## config.mk

```make
export PLATFORM = sky130hd
export DESIGN_NAME = qei_decoder
export DESIGN_NICKNAME = d
export VERILOG_FILES = /design/src/rtl/qei_decoder.sv
export SDC_FILE = /design/constraint.sdc
export NUM_CORES = 1
export LEC_CHECK = 0
export BUFFER_PORTS_ARGS = -buffer_cell sky130_fd_sc_hd__buf_2
export CAP_MARGIN = 40
export CORE_UTILIZATION = 60
export DETAILED_ROUTE_END_ITERATION = 16
export GPL_ROUTABILITY_DRIVEN = 0
export PLACE_DENSITY = 0.93
export SLEW_MARGIN = 20
export SYNTH_ARGS = -nofsm -noshare
export SYNTH_HDL_FRONTEND = slang
export SYNTH_SLANG_ARGS = --single-unit
```

## constraint.sdc

```tcl
create_clock -name clk -period 8.3 [get_ports clk]
set_input_delay 1.245 -clock clk [delete_from_list [all_inputs] [get_ports clk]]
set_output_delay 1.245 -clock clk [all_outputs]
set_load 0.03 [all_outputs]
```

## src/rtl/qei_decoder.sv

```systemverilog
// Quadrature encoder receiver: 2-FF sync, glitch filter, x1/x2/x4 decode, wrapping position, step period.
// Pin change sampled at edge N: filtered state at N+1+FILTER_LEN, position/pulses at N+2+FILTER_LEN.
module qei_decoder #(
    parameter int FILTER_LEN = 4
) (
    input  logic        clk,
    input  logic        rstn,
    input  logic        enable,
    input  logic        clear,
    input  logic [1:0]  mode,
    input  logic        dir_invert,
    input  logic [15:0] cnt_max,
    input  logic        enc_a,
    input  logic        enc_b,
    output logic [15:0] position,
    output logic        direction,
    output logic        count_pulse,
    output logic        overflow,
    output logic        underflow,
    output logic        phase_err,
    output logic        err_sticky,
    output logic [15:0] speed_period,
    output logic        speed_valid
);
    localparam int CW = $clog2(FILTER_LEN + 1);
    localparam logic [CW-1:0] FLEN = CW'(FILTER_LEN);

    logic [1:0]    sync1, sync2, cand, filt, filt_prev, warm;
    logic          filt_vld, prev_vld;
    logic [CW-1:0] flt_cnt, flt_nxt;
    logic [15:0]   period_cnt;
    logic [1:0]    idx_old, idx_new, idx_diff;
    logic          raw_up, raw_dn, raw_err, mode_ok, step, step_up;

    // Position of an {A,B} level along the forward (up) Gray sequence 00,10,11,01.
    function automatic logic [1:0] gray_idx(input logic [1:0] ab);
        case (ab)
            2'b00:   gray_idx = 2'd0;
            2'b10:   gray_idx = 2'd1;
            2'b11:   gray_idx = 2'd2;
            default: gray_idx = 2'd3;
        endcase
    endfunction

    always_comb flt_nxt = (flt_cnt != '0 && sync2 == cand) ? flt_cnt + 1'b1 : CW'(1);

    // warm holds off filtering until the synchroniser carries real pin samples, so the
    // first accepted level (loaded without decode) is never the reset value of the flops.
    always_ff @(posedge clk or negedge rstn) begin
        if (!rstn) begin
            sync1     <= '0;
            sync2     <= '0;
            warm      <= '0;
            cand      <= '0;
            filt      <= '0;
            filt_prev <= '0;
            filt_vld  <= 1'b0;
            prev_vld  <= 1'b0;
            flt_cnt   <= '0;
        end else begin
            sync1     <= {enc_a, enc_b};
            sync2     <= sync1;
            warm      <= {warm[0], 1'b1};
            filt_prev <= filt;
            prev_vld  <= filt_vld;
            if (!warm[1] || (filt_vld && sync2 == filt)) begin
                flt_cnt <= '0;
            end else if (flt_nxt == FLEN) begin
                filt     <= sync2;
                filt_vld <= 1'b1;
                flt_cnt  <= '0;
            end else begin
                cand    <= sync2;
                flt_cnt <= flt_nxt;
            end
        end
    end

    always_comb begin
        idx_old  = gray_idx(filt_prev);
        idx_new  = gray_idx(filt);
        idx_diff = idx_new - idx_old;
        raw_up   = prev_vld && idx_diff == 2'd1;
        raw_dn   = prev_vld && idx_diff == 2'd3;
        raw_err  = prev_vld && idx_diff == 2'd2;
        case (mode)
            2'd1:    mode_ok = filt_prev[1] != filt[1];
            2'd2:    mode_ok = (filt_prev == 2'b00 && filt == 2'b10) ||
                               (filt_prev == 2'b10 && filt == 2'b00);
            default: mode_ok = 1'b1;
        endcase
        step    = enable && mode_ok && (raw_up || raw_dn);
        step_up = raw_up ^ dir_invert;
    end

    always_ff @(posedge clk or negedge rstn) begin
        if (!rstn) begin
            position     <= '0;
            direction    <= 1'b0;
            count_pulse  <= 1'b0;
            overflow     <= 1'b0;
            underflow    <= 1'b0;
            phase_err    <= 1'b0;
            err_sticky   <= 1'b0;
            speed_period <= '0;
            speed_valid  <= 1'b0;
            period_cnt   <= '0;
        end else begin
            count_pulse <= 1'b0;
            overflow    <= 1'b0;
            underflow   <= 1'b0;
            speed_valid <= 1'b0;
            phase_err   <= raw_err;
            err_sticky  <= (err_sticky & ~clear) | raw_err;
            if (clear) begin
                position   <= '0;
                period_cnt <= '0;
            end else if (enable) begin
                period_cnt <= (period_cnt == 16'hFFFF) ? 16'hFFFF : period_cnt + 16'd1;
                if (step) begin
                    count_pulse  <= 1'b1;
                    direction    <= step_up;
                    speed_valid  <= 1'b1;
                    speed_period <= (period_cnt == 16'hFFFF) ? 16'hFFFF : period_cnt + 16'd1;
                    period_cnt   <= '0;
                    if (step_up) begin
                        if (position >= cnt_max) begin
                            position <= '0;
                            overflow <= 1'b1;
                        end else begin
                            position <= position + 16'd1;
                        end
                    end else begin
                        if (position == 16'd0) begin
                            position  <= cnt_max;
                            underflow <= 1'b1;
                        end else begin
                            position <= position - 16'd1;
                        end
                    end
                end
            end
        end
    end
endmodule
```

==> insert_results.sql <==
INSERT INTO impl_metrics (metric_group, metric, value, unit) VALUES
('logic_synthesis', 'ys.warnings.count', '0', ''),
('setup_path', 'largest_delay_share_family_worst_path', 'compound AO/OA/AOI/OAI gates', ''),
('clock_tree', 'htree_num_levels', '3', ''),
('sta', 'hold_violations', '0', ''),
('sta', 'timing.final.setup_violations', '0', ''),
('clock_tree', 'cts_hold_fix_bufs', '0', ''),
('floorplanning', 'floorplan.core_area', '7330', 'sq um'),
('global_routing', 'grt_pass1_wl', '17900', 'um'),
('sta', 'layout_min_cycle_time', '3.42', 'ns'),
('floorplanning', 'die_height', '89.7', 'um'),
('sta', 'fin_hold_ws', '0.350', 'ns'),
('cells_and_area', 'syn_to_final_growth', '13.5', '%'),
('route', 'wire_per_inst', '16.6', 'um'),
('floorplanning', 'initial_utilization', '62.9', '%'),
('clock_tree', 'cts_resized', '0', ''),
('clock_tree', 'clock_sink_count', '71', ''),
('setup_path', 'criticalPathCategory', 'primary input to register', ''),
('setup_path', 'worst_r2r_startpoint', 'filt[1]', ''),
('global_routing', 'global_route.usage.met2', '46.4', '%'),
('clock_tree', 'cts_tree', 'built', ''),
('logic_synthesis', 'ys_seq_area_share', '38.5', '%'),
('route', 'drt_wl_total', '11100', 'um'),
('logic_synthesis', 'synthDominantAreaCellType', 'sky130_fd_sc_hd__dfrtp_1', ''),
('setup_path', 'timing.critical_path.slowest_stage_cell', 'sky130_fd_sc_hd__o21a_1', ''),
('logic_synthesis', 'post_synth_main_area_contributors', 'sky130_fd_sc_hd__dfrtp_1 (39%), sky130_fd_sc_hd__ha_1 (9.0%), sky130_fd_sc_hd__nor2_1 (4.1%)', ''),
('setup_path', 'crit_path_cell_trace', 'buf_2, inv_1, ha_1, a221oi_1, o21a_1, and2_1, a21o_1, a22o_1', ''),
('route', 'detailroute.via_count', '4190', ''),
('hold_path', 'timing.hold.worst.start', 'sync1[0]', ''),
('sta', 'max-slew-margin-rel', '45.8', '%'),
('placed_design', 'preCtsSetupSlack', '4.57', 'ns'),
('setup_path', 'worst-path-max-fanout', '19', ''),
('logic_synthesis', 'postSynthRegisterBits', '71', ''),
('logic_synthesis', 'synth-edff-count', '0', ''),
('route', 'postRouteAntennaNets', '0', ''),
('sta', 'post-route-period-util', '41.2', '%'),
('power', 'vdd_drop_max', '104', 'uV'),
('job', 'max_cap_check_violation_count', '0', ''),
('setup_path', 'worstSetupStartpointType', 'primary input', ''),
('floorplanning', 'dieArea', '8040', 'sq um'),
('sta', 'max_slew.worst_pin.slew', '0.806', 'ns'),
('global_routing', 'globalRouteOverflowTotal', '0', ''),
('logic_synthesis', 'mappedNetlistArea', '4610', 'sq um'),
('logic_synthesis', 'mappedNetlistNets', '565', ''),
('global_routing', 'grt.met1_usage', '39.2', '%'),
('sta', 'final.setup_skew', '0.00948', 'ns'),
('cells_and_area', 'final_layout_size_suffix_gt1_share', '19.1', '%'),
('sta', 'worst_slack', '4.88', 'ns'),
('cells_and_area', 'layout.area.seq', '1780', 'sq um'),
('global_routing', 'grt_antenna_before_repair', '0', ''),
('setup_path', 'required_time_worst_endpoint', '8.60', 'ns'),
('placed_design', 'portBuffers', '63', ''),
('cells_and_area', 'multi_input_comb_area', '2550', 'sq um'),
('run_status', 'outcome', 'finished, final reports clean', ''),
('global_routing', 'grt_most_used_layer', 'met2', ''),
('route', 'drtIter0Drc', '353', ''),
('power', 'power.static_leakage', '2.62', 'nW'),
('cells_and_area', 'fillCellCount', '527', ''),
('cells_and_area', 'insertedDiodeCount', '0', ''),
('global_routing', 'grt_util_met3', '6.03', '%'),
('clock_tree', 'cts_inserted_buffers', '9', ''),
('logic_synthesis', 'synth_top_area_share', '38.5', '%'),
('setup_path', 'critical_path.startpoint', 'mode[0]', ''),
('global_routing', 'grt_max_degree', '55', ''),
('route', 'routed_via_density', '6.31', ''),
('hold_path', 'min_path_type', 'register to register', ''),
('setup_path', 'crit_buf_inv', '2', ''),
('floorplanning', 'die_width', '89.7', 'um'),
('clock_tree', 'cts.path.max_buffers', '2', ''),
('setup_path', 'cp.arrival', '3.72', 'ns'),
('cells_and_area', 'finish.net_count', '618', ''),
('sta', 'tns', '0', 'ns');
==> per-stage QoR <==
stage          cells  area (sq um)  utilization, %  power, mW
2_1_floorplan    507          4610               -      0.387
3_3_place_gp     645          4940            67.3      0.405
3_5_place_dp     647          4980            67.9      0.410
4_1_cts          663          5230            71.3      0.753
5_1_grt          664          5240            71.4      0.777
6_report         664          5240            71.4      0.751
==> final timing paths <==
path,end,cells past startpoint
max,period_cnt[4],8
min,sync2[0],0
max reg2reg,position[14],10
min reg2reg,sync2[0],0
max in group asynchronous,speed_period[12],3
min in group asynchronous,flt_cnt[0],2
==> kinds of logic after synthesis <==
kind of cell,after synthesis,synth area share (%)
AOI/OAI and AO/OA,137,20.8
xor gates and xnor gates,24,4.88
adders and majority gates,33,8.95
buffers and inverters,68,6.29
DFF,71,38.5
muxes,5,1.19
other,1,0.0813
and+or+nand+nor,168,19.3
==> area by class of cell <==
| class | instances | share of cell area [%] |
|---|---|---|
| sequential | 71 | 33.9 |
| inverter | 42 | 3.06 |
| timing repair buffer | 68 | 7.19 |
| tap | 99 | 2.37 |
| clock inverter | 6 | 2.20 |
| clock buffer | 10 | 2.63 |
| multi-input combinational | 368 | 48.6 |
==> cell usage in the layout, fill, tap and decap left out, drive strengths merged, types with 5 or more instances in the layout <==
cell / instances
a22o: 12
o21ai: 28
nor4: 6
nand4: 12
buf: 68
a21oi: 23
o211ai: 7
xnor2: 13
and3: 8
nor3: 10
a31o: 5
nand3: 24
nand2: 31
ha: 33
nor2: 50
clkbuf: 10
xor2: 10
o21a: 5
a31oi: 8
dfrtp: 71
inv: 43
a21o: 8
a221o: 6
a211oi: 8
==> where the power goes <==
group          switching (mW)  leakage [nW]  internal, mW
clock                   0.137         0.123         0.209
sequential            0.00412         0.970         0.350
combinational          0.0301          1.52        0.0198
==> flip-flops by register name, indices dropped and copies added (netlist names) <==
register	cells
cand	2
direction	1
err_sticky	1
filt	2
filt_prev	2
filt_vld	1
flt_cnt	3
overflow	1
period_cnt	16
phase_err	1
position	16
prev_vld	1
speed_period	16
speed_valid	1
sync1	2
sync2	2
underflow	1
warm	2
==> routing by layer <==
layer | up-vias | wire length (um)
met5 | - | 0
met4 | 0 | 250
met3 | 30 | 821
met2 | 203 | 5260
met1 | 2016 | 4720
li1 | 1941 | -
No activity file was read; power rests on OpenSTA's default activity.
